<file path="src/rtl/q10_pkg.sv">
// q10_pkg: shared Q10.10 widths, constants and the power FSM state encoding.
package q10_pkg;
   localparam int DATA_W    = 20;
   localparam int FRAC_BITS = 10;
   localparam logic [DATA_W-1:0] Q_ONE = 20'h00400;
   localparam logic [DATA_W-1:0] Q_MAX = 20'hFFFFF;
   typedef enum logic [1:0] {IDLE, MUL, DONE} state_t;
endpackage

</file>
<file path="src/rtl/q10_mul_sat.sv">
// q10_mul_sat: unsigned Q10.10 multiply with truncation and sticky saturation.
module q10_mul_sat
   import q10_pkg::*;
(
   input  logic [DATA_W-1:0] a,
   input  logic [DATA_W-1:0] b,
   input  logic              in_sat,
   output logic [DATA_W-1:0] y,
   output logic              sat
);
   logic [2*DATA_W-1:0] w_prod;
   assign w_prod = {{DATA_W{1'b0}}, a} * {{DATA_W{1'b0}}, b};
   // Any integer bit above the Q10.10 range means the result no longer fits.
   assign sat = in_sat | (|w_prod[2*DATA_W-1:DATA_W+FRAC_BITS]);
   assign y   = sat ? Q_MAX : w_prod[DATA_W+FRAC_BITS-1:FRAC_BITS];
endmodule

</file>
<file path="src/rtl/power_q10.sv">
// power_q10: raises an unsigned Q10.10 base to a 0..7 integer power by
// repeated saturating multiplication, one multiply per cycle.
module power_q10
   import q10_pkg::*;
(
   input  logic              clk,
   input  logic              rst,
   input  logic              in_valid,
   input  logic [DATA_W-1:0] in_data_1,
   input  logic [2:0]        in_data_2,
   output logic              busy,
   output logic              out_valid,
   output logic [DATA_W-1:0] out_data,
   output logic              out_ovf
);
   state_t            r_state;
   logic [DATA_W-1:0] r_acc, r_x, r_out_data;
   logic [2:0]        r_n, r_cnt;
   logic              r_ovf, r_busy, r_out_valid, r_out_ovf;
   logic [DATA_W-1:0] w_y;
   logic              w_sat;
   q10_mul_sat u_mul (.a(r_acc), .b(r_x), .in_sat(r_ovf), .y(w_y), .sat(w_sat));
   always_ff @(posedge clk) begin
      if (rst) begin
         r_state     <= IDLE;
         r_acc       <= '0;
         r_x         <= '0;
         r_n         <= '0;
         r_cnt       <= '0;
         r_ovf       <= 1'b0;
         r_busy      <= 1'b0;
         r_out_valid <= 1'b0;
         r_out_data  <= '0;
         r_out_ovf   <= 1'b0;
      end else begin
         r_out_valid <= 1'b0;
         r_out_data  <= '0;
         r_out_ovf   <= 1'b0;
         case (r_state)
            IDLE: if (in_valid) begin
               r_x     <= in_data_1;
               r_n     <= in_data_2;
               r_acc   <= Q_ONE;
               r_cnt   <= '0;
               r_ovf   <= 1'b0;
               r_busy  <= 1'b1;
               r_state <= (in_data_2 != 3'd0) ? MUL : DONE;
            end
            MUL: begin
               r_acc <= w_y;
               r_ovf <= w_sat;
               r_cnt <= r_cnt + 3'd1;
               if (r_cnt == r_n - 3'd1) r_state <= DONE;
            end
            DONE: begin
               r_out_valid <= 1'b1;
               r_out_data  <= r_acc;
               r_out_ovf   <= r_ovf;
               r_busy      <= 1'b0;
               r_state     <= IDLE;
            end
            default: r_state <= IDLE;
         endcase
      end
   end
   assign busy      = r_busy;
   assign out_valid = r_out_valid;
   assign out_data  = r_out_data;
   assign out_ovf   = r_out_ovf;
endmodule

</file>
<file path="config.mk">
export PLATFORM = sky130hd
export DESIGN_NAME = power_q10
export DESIGN_NICKNAME = d
export VERILOG_FILES = /design/src/rtl/q10_pkg.sv /design/src/rtl/q10_mul_sat.sv /design/src/rtl/power_q10.sv
export SDC_FILE = /design/constraint.sdc
export NUM_CORES = 1
export LEC_CHECK = 0
export ABC_AREA = 1
export BUFFER_PORTS_ARGS = -buffer_cell sky130_fd_sc_hd__buf_4
export CAP_MARGIN = 20
export CORE_MARGIN = 5
export CORE_UTILIZATION = 56
export DETAILED_ROUTE_END_ITERATION = 16
export PLACE_DENSITY = 0.78
export RECOVER_POWER = 50
export REMOVE_ABC_BUFFERS = 1
export SLEW_MARGIN = 20
export SYNTH_ARGS = -nofsm -noshare
export SYNTH_HDL_FRONTEND = slang
export SYNTH_HIERARCHICAL = 1
export SYNTH_SLANG_ARGS = --single-unit
</file>
<file path="constraint.sdc">
create_clock -name clk -period 9.3 [get_ports clk]
set_input_delay 1.395 -clock clk [delete_from_list [all_inputs] [get_ports clk]]
set_output_delay 1.395 -clock clk [all_outputs]
set_load 0.02 [all_outputs]
</file>
==> results.cfg <==
[run_status]
status = finished with violations
violations = max-capacitance violations, max-slew violations

[cells_and_area]
fin_cells = 2684
final_common_cell = inv_1
fillers = 2703
multi_input_area_sq_mm = 0.0126
regArea_sq_mm = 0.00144
drive_above_1_share_pct = 4.94
design.final.nets = 2778
final_cell_mix = inv_1, nand2_1, fa_1
area_delta_synth_final_pct = 4.21
diodes = 0

[detailed_routing]
antenna_left = 0
routed_via_density = 5.18
wl_um = 43400
wl_per_cell_um = 16.2
num_vias = 13900
drt-initial-drc-count = 891
drc = 0
firstDrtPassIters = 7

[sta]
fin_skew_ns = 0.00961
worst_pin_slew_ns = 1.82
fin_tns_setup_ns = 0
setup_viol = 0
post-route-min-period_ns = 7.76
hold_ws_ns = 0.461
timing.slew.headroom_pct = -21.5
fmax_mhz = 129
final-max-slew-violation-count = 51
rsz0062_at_grt = false
hold_viol = 0
post-route-period-util_pct = 83.4

[clock_tree]
cts_buffers = 9
clk_latency_ns = 0.36
cts_hold_buf = 0
postCtsSetupBuffers = 0
cts-root-buf = clkbuf_16
cts.sinks = 72
h-tree-depth = 3
clock_path_buffers = 2
tritoncts = built
clkSlewWorstSetupHoldPaths_ns = 0.07
cts_resized = 0

[power]
power_leakage_nw = 11.0
power_density_mw_per_mm2 = 190
peakVddDrop_v = 0.000122

[logic_synthesis]
seq_area_frac_synth_pct = 8.44
syn_area_sq_mm = 0.0171
synth.distinct_cells = 42
synth_enable_flop_cells = 0
ys_ff_latch = 72
yosys_warnings = 6
synthArstFlopShare_pct = 0
synth_flop_cell = dfxtp_1
avgSynthCellArea_sq_um = 7.41
netlist_instances = 2306

[setup_path]
cp-start-kind = flip-flop
cp_common_cell = fa_1
worst_setup_path_end_kind = flip-flop
slowest_stage = dfxtp_1
critical-path-max-stage-delay_ns = 1.00
path_max_fanout = 21
critical_path_class = flip-flop to flip-flop
worst_ep_required_time_ns = 9.48
worstPathArrival_ns = 7.93

[placed_design]
io_buffers = 48
hpwl_um = 35000
place_inst = 2668
place_congestion = 0.926

[floorplanning]
dieArea_sq_mm = 0.0341
pin_count = 49
core_sq_mm = 0.0303
fp.dieW_um = 185
start_util_pct = 56.3
rows = 64
die_h_um = 185

[global_route]
grt_overflow = 0
antenna_found_initial = 0
grt_pass1_wl_um = 72700
grt_usage_pct = 26.6
first_global_vias = 14900
grt_max_degree = 27

[worst_hold_path]
hp-class = flip-flop to flip-flop

[job]
max_cap_violations = 2
[per-stage QoR]
stage,total power [mW],setup WS [ns],utilization (%),instance area [sq um]
floorplan,2.25,2.70,-,16600
global placement,2.96,1.67,58.1,17600
detailed placement,2.99,1.76,58.1,17600
CTS,3.38,1.69,59.0,17900
global route,3.72,1.12,58.6,17800
finish,3.38,1.54,58.6,17800
[state kept, by name, summed over array words and instances (netlist names)]
register   cells
out_data      20
r_ovf          1
r_n            3
r_state        2
r_x           20
r_acc         20
busy           1
out_valid      1
r_cnt          3
out_ovf        1
[critical path, delay by kind of cell, from the launching register on]
kind / cells / cell delay (ns)
flops: 1 / 1.00
simple gates: 12 / 1.97
buf+inv: 6 / 0.46
fa+ha+maj: 8 / 3.84
compound gates: 3 / 0.32
[where the power goes]
| group | internal (mW) | leakage, nW | switching [mW] |
|---|---|---|---|
| Clock | 0.186 | 0.139 | 0.156 |
| Sequential | 0.352 | 0.590 | 0.217 |
| Combinational | 0.931 | 10.3 | 1.54 |
[path summary, 6_finish.rpt]
kind / cells past startpoint / to / slack [ns] / from
hold reg to reg: 2 / r_acc[13] / 0.46 / r_acc[13]
setup / recovery: 29 / r_acc[10] / 1.54 / r_x[6]
hold / removal: 2 / r_acc[13] / 0.46 / r_acc[13]
setup reg to reg: 29 / r_acc[10] / 1.54 / r_x[6]
[cells by family after synthesis]
| group | after synthesis | share of synthesized area [%] |
|---|---|---|
| buffers and inverters | 787 | 17.7 |
| AO/OA/AOI/OAI | 131 | 4.20 |
| flip-flops | 72 | 8.44 |
| XOR/XNOR | 27 | 1.38 |
| AND/OR/NAND/NOR | 820 | 19.9 |
| adder cells (fa/ha/maj) | 469 | 48.4 |
[cell usage after synthesis (all sizes together), types with 2 or more instances]
library cell / number / area, sq um
nor2: 125 / 532
a21oi: 70 / 354
a31oi: 5 / 31.3
nor4: 4 / 25.0
fa: 319 / 6390
o21bai: 7 / 56.3
ha: 150 / 1880
nand3: 46 / 350
dfxtp: 72 / 1440
nand4: 2 / 12.5
inv: 687 / 2580
buf: 19 / 144
xor2: 11 / 96.3
nor3: 8 / 45.0
o21a: 3 / 22.5
xnor2: 16 / 140
nand2: 631 / 2400
and2: 3 / 18.8
o21ai: 38 / 190
clkbuf: 80 / 300
[area by class of cell]
| class | instances | share of cell area, % |
|---|---|---|
| multi-input combinational | 1447 | 70.8 |
| inverter | 688 | 14.5 |
| sequential | 72 | 8.11 |
| tap | 396 | 2.78 |
| timing repair buffer | 65 | 2.21 |
| clock buffer | 9 | 1.27 |
| clock inverter | 7 | 0.351 |
[layer usage]
metal / routed length (um) / GRT usage (%)
met1: 17500 / 34.6
met2: 20900 / 44.7
met3: 3220 / 4.52
met4: 1760 / 10.5
met5: 0 / 0
(Power assumes the default switching activity.)
